==> config.mk <==
export PLATFORM = sky130hd
export DESIGN_NAME = seq_u_arrbam_mul
export DESIGN_NICKNAME = d
export VERILOG_FILES = /design/src/rtl/seq_u_arrbam_mul.sv
export SDC_FILE = /design/constraint.sdc
export NUM_CORES = 1
export LEC_CHECK = 0
export CORE_MARGIN = 2
export CORE_UTILIZATION = 55
export DETAILED_ROUTE_END_ITERATION = 7
export HOLD_SLACK_MARGIN = 0.15
export PLACE_DENSITY = 0.78
export SKIP_CTS_REPAIR_TIMING = 1
export SYNTH_ARGS = -nofsm -noshare
export SYNTH_HDL_FRONTEND = slang
export SYNTH_SLANG_ARGS = --single-unit
==> constraint.sdc <==
create_clock -name clk -period 5.6 [get_ports clk]
set_clock_uncertainty 0.15 [all_clocks]
set_input_delay 0.84 -clock clk [delete_from_list [all_inputs] [get_ports clk]]
set_output_delay 0.84 -clock clk [all_outputs]
set_load 0.01 [all_outputs]
==> src/rtl/seq_u_arrbam_mul.sv <==
// Sequential unsigned broken-array approximate multiplier: one partial-product row per clock,
// runtime horizontal/vertical break levels. Optional error monitor enabled by BAM_ERR_MON_EN.
module seq_u_arrbam_mul #(
  parameter int N  = 8,
  parameter int HW = $clog2(N + 1),
  parameter int VW = $clog2(2 * N + 1)
) (
  input  logic            clk,
  input  logic            rst,
  input  logic            in_valid,
  output logic            in_ready,
  input  logic [N-1:0]    a,
  input  logic [N-1:0]    b,
  input  logic [HW-1:0]   h_cfg,
  input  logic [VW-1:0]   v_cfg,
  output logic            out_valid,
  input  logic            out_ready,
  output logic [2*N-1:0]  out_prod
`ifdef BAM_ERR_MON_EN
  ,
  output logic [2*N-1:0]  err_abs,
  output logic [2*N-1:0]  err_max
`endif
);

  localparam int CW = VW + 1;

  typedef enum logic [1:0] {IDLE, RUN, DONE} state_t;

  state_t           state_reg, state_next;
  logic [N-1:0]     a_reg, b_reg;
  logic [VW-1:0]    v_eff_reg;
  logic [HW-1:0]    row_reg;
  logic [2*N-1:0]   acc_reg, prod_reg;

  logic [HW-1:0]    h_eff;
  logic [VW-1:0]    v_eff;
  logic             accept, last_row, b_bit;
  logic [N-1:0]     b_shift, pp;
  logic [2*N-1:0]   row_term, acc_sum;

  // Out-of-range break levels saturate to "drop everything" on that axis.
  assign h_eff = (h_cfg > HW'(N)) ? HW'(N) : h_cfg;
  assign v_eff = (v_cfg > VW'(2 * N)) ? VW'(2 * N) : v_cfg;

  assign accept   = in_valid & in_ready;
  assign last_row = (row_reg == HW'(N - 1));
  assign b_shift  = b_reg >> row_reg;
  assign b_bit    = b_shift[0];

  // Keep term a[i]&b[row] only when its weight i+row reaches the vertical break.
  generate
    for (genvar gi = 0; gi < N; gi++) begin : g_pp
      assign pp[gi] = a_reg[gi] & b_bit &
                      ((CW'(gi) + CW'(row_reg)) >= CW'(v_eff_reg));
    end
  endgenerate

  assign row_term = {{N{1'b0}}, pp} << row_reg;
  assign acc_sum  = acc_reg + row_term;
  assign out_prod = prod_reg;

  always_ff @(posedge clk or posedge rst) begin
    if (rst) state_reg <= IDLE;
    else     state_reg <= state_next;
  end

  always_comb begin
    state_next = state_reg;
    in_ready   = 1'b0;
    out_valid  = 1'b0;
    case (state_reg)
      IDLE: begin
        in_ready = 1'b1;
        if (in_valid) state_next = (h_eff == HW'(N)) ? DONE : RUN;
      end
      RUN: begin
        if (last_row) state_next = DONE;
      end
      DONE: begin
        out_valid = 1'b1;
        if (out_ready) state_next = IDLE;
      end
      default: state_next = IDLE;
    endcase
  end

  // prod_reg is loaded only on entry to DONE so the last result survives the next RUN.
  always_ff @(posedge clk or posedge rst) begin
    if (rst) begin
      a_reg     <= '0;
      b_reg     <= '0;
      v_eff_reg <= '0;
      row_reg   <= '0;
      acc_reg   <= '0;
      prod_reg  <= '0;
    end else if (accept) begin
      a_reg     <= a;
      b_reg     <= b;
      v_eff_reg <= v_eff;
      row_reg   <= h_eff;
      acc_reg   <= '0;
      if (h_eff == HW'(N)) prod_reg <= '0;
    end else if (state_reg == RUN) begin
      acc_reg <= acc_sum;
      row_reg <= row_reg + 1'b1;
      if (last_row) prod_reg <= acc_sum;
    end
  end

`ifdef BAM_ERR_MON_EN
  logic [2*N-1:0] exact_prod;
  logic [2*N-1:0] err_max_reg;

  assign exact_prod = {{N{1'b0}}, a_reg} * {{N{1'b0}}, b_reg};
  assign err_abs    = exact_prod - prod_reg;
  assign err_max    = err_max_reg;

  always_ff @(posedge clk or posedge rst) begin
    if (rst) err_max_reg <= '0;
    else if (out_valid && out_ready && (err_abs > err_max_reg)) err_max_reg <= err_abs;
  end
`endif

endmodule

==> results.txt <==
Core Rows -> 32
Yosys warns -> 0
Net Count, Synth -> 578
CP endpoint -> out_prod[14]
Final Total Pwr -> 3.08 mW
Post-synth top flop -> dfrtp_1
Crit path max fanout -> 18
Synthesized flop and latch total -> 59
Reg-to-reg startpoint -> row_reg[1]
Area Overhead vs Synth -> 16.8%
Status -> finished, final reports clean
Final worst-path cycle share -> 87.2%
First-pass GRT wire length -> 18400 um
Post-Synth XOR/XNOR Area -> 4.21%
Crit-path cells -> clkinv_2 -> ha_1 -> ha_1 -> a21oi_1 -> o21ai_0 -> a211oi_1 -> nor3_4 -> nor2_1 -> o211ai_1 -> ha_1 -> a211o_1 -> o32a_1 -> a41oi_1 -> mux2i_1 -> o31a_1
Mux contribution to synthesized area -> 1.95%
Die Wd -> 93.1 um
Fmax -> 205 MHz
Vias in the first global route -> 3710
CP arrival -> 4.98 ns
Worst Setup End Kind -> flop
Post-Synth Adder-Cell Area -> 16.2%
Setup CP Type -> flop to flop
FF-to-FF path depth -> 15
Cell area after synthesis -> 0.00437 sq mm
FF-to-FF End -> out_prod[14]
Most frequent CP cell -> ha_1
CTS clk-pin slew, worst paths -> 0.08 ns
Starting Density -> 56.5%
Compound-Gate Fraction of Synth Area -> 21.8%
Initial antenna violation count -> 0
Wire per inst -> 16.9 um
Largest family of logic cells by synthesized area -> compound AO/OA/AOI/OAI gates
# fillers -> 638
Slew margin rel. -> 45.5%
Total global routing track utilization -> 27.0%
Commonest cells after routing, fill and taps aside -> 92 x nand2_1, 59 x dfrtp_1, 55 x ha_1
Maxcap violations -> 0
Antenna Violating Nets Remaining -> 0
CTS tree -> done
Gpl congestion -> 0.889
Synth Area in Simple Gates -> 17.6%
Fin. Hold Viols -> 0
Num CTS Buffers -> 9
Leakage dissipation -> 2.43 nW
Clock sink total -> 59
H-tree depth -> 3
GRT overflow -> 0
Reg2Reg Setup Slack -> 0.71 ns
Setup TNS -> 0 ns
Synth unique cells -> 55
Clk_lat worst skew -> 0.35 ns
Number of diodes -> 0
CP Data Required Time -> 5.69 ns
Largest net degree at the start of global routing -> 60
Final min period -> 4.89 ns
Full die area -> 0.00867 sq mm
Drt pass-1 iters -> 5
CP max stage delay -> 0.73 ns
CTS Root Cell -> clkbuf_8
Vias per cell -> 5.98
Layout cells sized above 1 -> 6.32%
Final wirelength -> 10800 um
Count of final setup violators -> 0
Port Buf Inserts -> 46
Worst-Margin Slew -> 0.817 ns
Commonest non-fill, non-tap cell in the layout -> nand2_1
Die Ht -> 93.1 um
Total Nets Final -> 618
Post-synthesis sequential area ratio -> 33.8%
Hold path cells -> 2
Slowest CP cell -> dfrtp_1
DRC viols -> 0
Via count of the routed design -> 3830
Slew Viols, Final -> 0
Worst Setup Start Kind -> flop
Worst min path class -> flop to flop
Clock buffer depth -> 2
Synth Area per Inst -> 8.86 sq um
Pwr dens -> 604 mW/mm^2
Critical Path Source -> row_reg[1]
Hpwl dp -> 7800 um
Peak VDD IR -> 0.383 mV
Post-synth EDFFs -> 0
Syn Inst Count -> 493
Fraction of registers with async set/reset -> 100%
# IOs -> 47
Total core area -> 0.00773 sq mm
1st-iter DRT viols -> 319
RSZ-0062 raised after global routing -> no
-- layer usage --
layer | wire length (um) | share of wire, % | track usage [%]
met5 | 0 | 0 | 0
met4 | 110 | 1.0 | 5.51
met2 | 4820 | 44 | 41.7
met1 | 5220 | 48 | 39.1
met3 | 696 | 6.4 | 6.04
-- where the power goes --
group,internal (mW),switching [mW],total (mW),leakage [nW]
Sequential,0.594,0.156,0.750,0.770
Clock,0.252,0.195,0.446,0.103
Combinational,0.765,1.12,1.89,1.56
-- area by class of cell --
class	count	area (sq um)	share of cell area (%)
Multi-Input combinational cell	390	2700	52.9
Sequential cell	59	1480	28.9
Timing Repair Buffer	51	498	9.76
Clock buffer	10	128	2.50
Tap cell	102	128	2.50
Clock inverter	6	88.8	1.74
Inverter	22	83.8	1.64
-- critical path, delay by kind of cell (launching register included) --
| kind | cells | cell delay [ns] |
|---|---|---|
| AO/OA/AOI/OAI | 8 | 2.16 |
| adder cells (fa/ha/maj) | 3 | 1.04 |
| buffers and inverters | 1 | 0.22 |
| flip-flops | 1 | 0.73 |
| multiplexers | 1 | 0.12 |
| AND/OR/NAND/NOR | 2 | 0.35 |
-- Yosys cell counts (5+ instances only) --
| cell type | number | area [sq um] |
|---|---|---|
| dfrtp_1 | 59 | 1480 |
| o21ai_1 | 11 | 55.1 |
| xnor2_1 | 16 | 140 |
| clkbuf_1 | 16 | 60.1 |
| a211oi_1 | 10 | 75.1 |
| and2_1 | 5 | 31.3 |
| a21o_1 | 14 | 105 |
| o21a_1 | 5 | 37.5 |
| a21oi_1 | 22 | 110 |
| nor2_1 | 20 | 75.1 |
| a22o_1 | 16 | 140 |
| xor2_1 | 5 | 43.8 |
| o21ai_0 | 33 | 165 |
| nand2_1 | 92 | 345 |
| inv_1 | 21 | 78.8 |
| ha_1 | 55 | 688 |
| nor3_1 | 14 | 70.1 |
-- how the worst min path moves through the flow --
stage          slack (ns)  startpoint  endpoint
2_1_floorplan        0.29    a_reg[1]  a_reg[1]
3_3_place_gp         0.30    b_reg[1]  b_reg[1]
3_5_place_dp         0.31    a_reg[5]  a_reg[5]
4_1_cts              0.33    b_reg[4]  b_reg[4]
5_1_grt              0.36    a_reg[5]  a_reg[5]
6_report             0.33    b_reg[4]  b_reg[4]
-- kinds of logic (layout without fill, tap and decap cells) --
logic type,after synthesis,count (layout)
xor gates and xnor gates,21,21
and+or+nand+nor,164,164
AOI/OAI and AO/OA,143,143
adders and majority gates,56,56
muxes,6,6
DFF,59,59
buffers and inverters,44,89
-- stage by stage --
step	util (%)	instance area, sq um	hold slack, ns	cells	setup WS, ns
floorplan	-	4370	0.289	493	1.24
global placement	63.2	4890	0.305	624	0.927
detailed placement	63.2	4890	0.307	624	0.814
CTS	66.0	5100	0.330	640	0.802
global route	66.0	5100	0.355	640	0.365
finish	66.0	5100	0.326	640	0.714
Note: power is estimated with default switching activity, not from simulation.
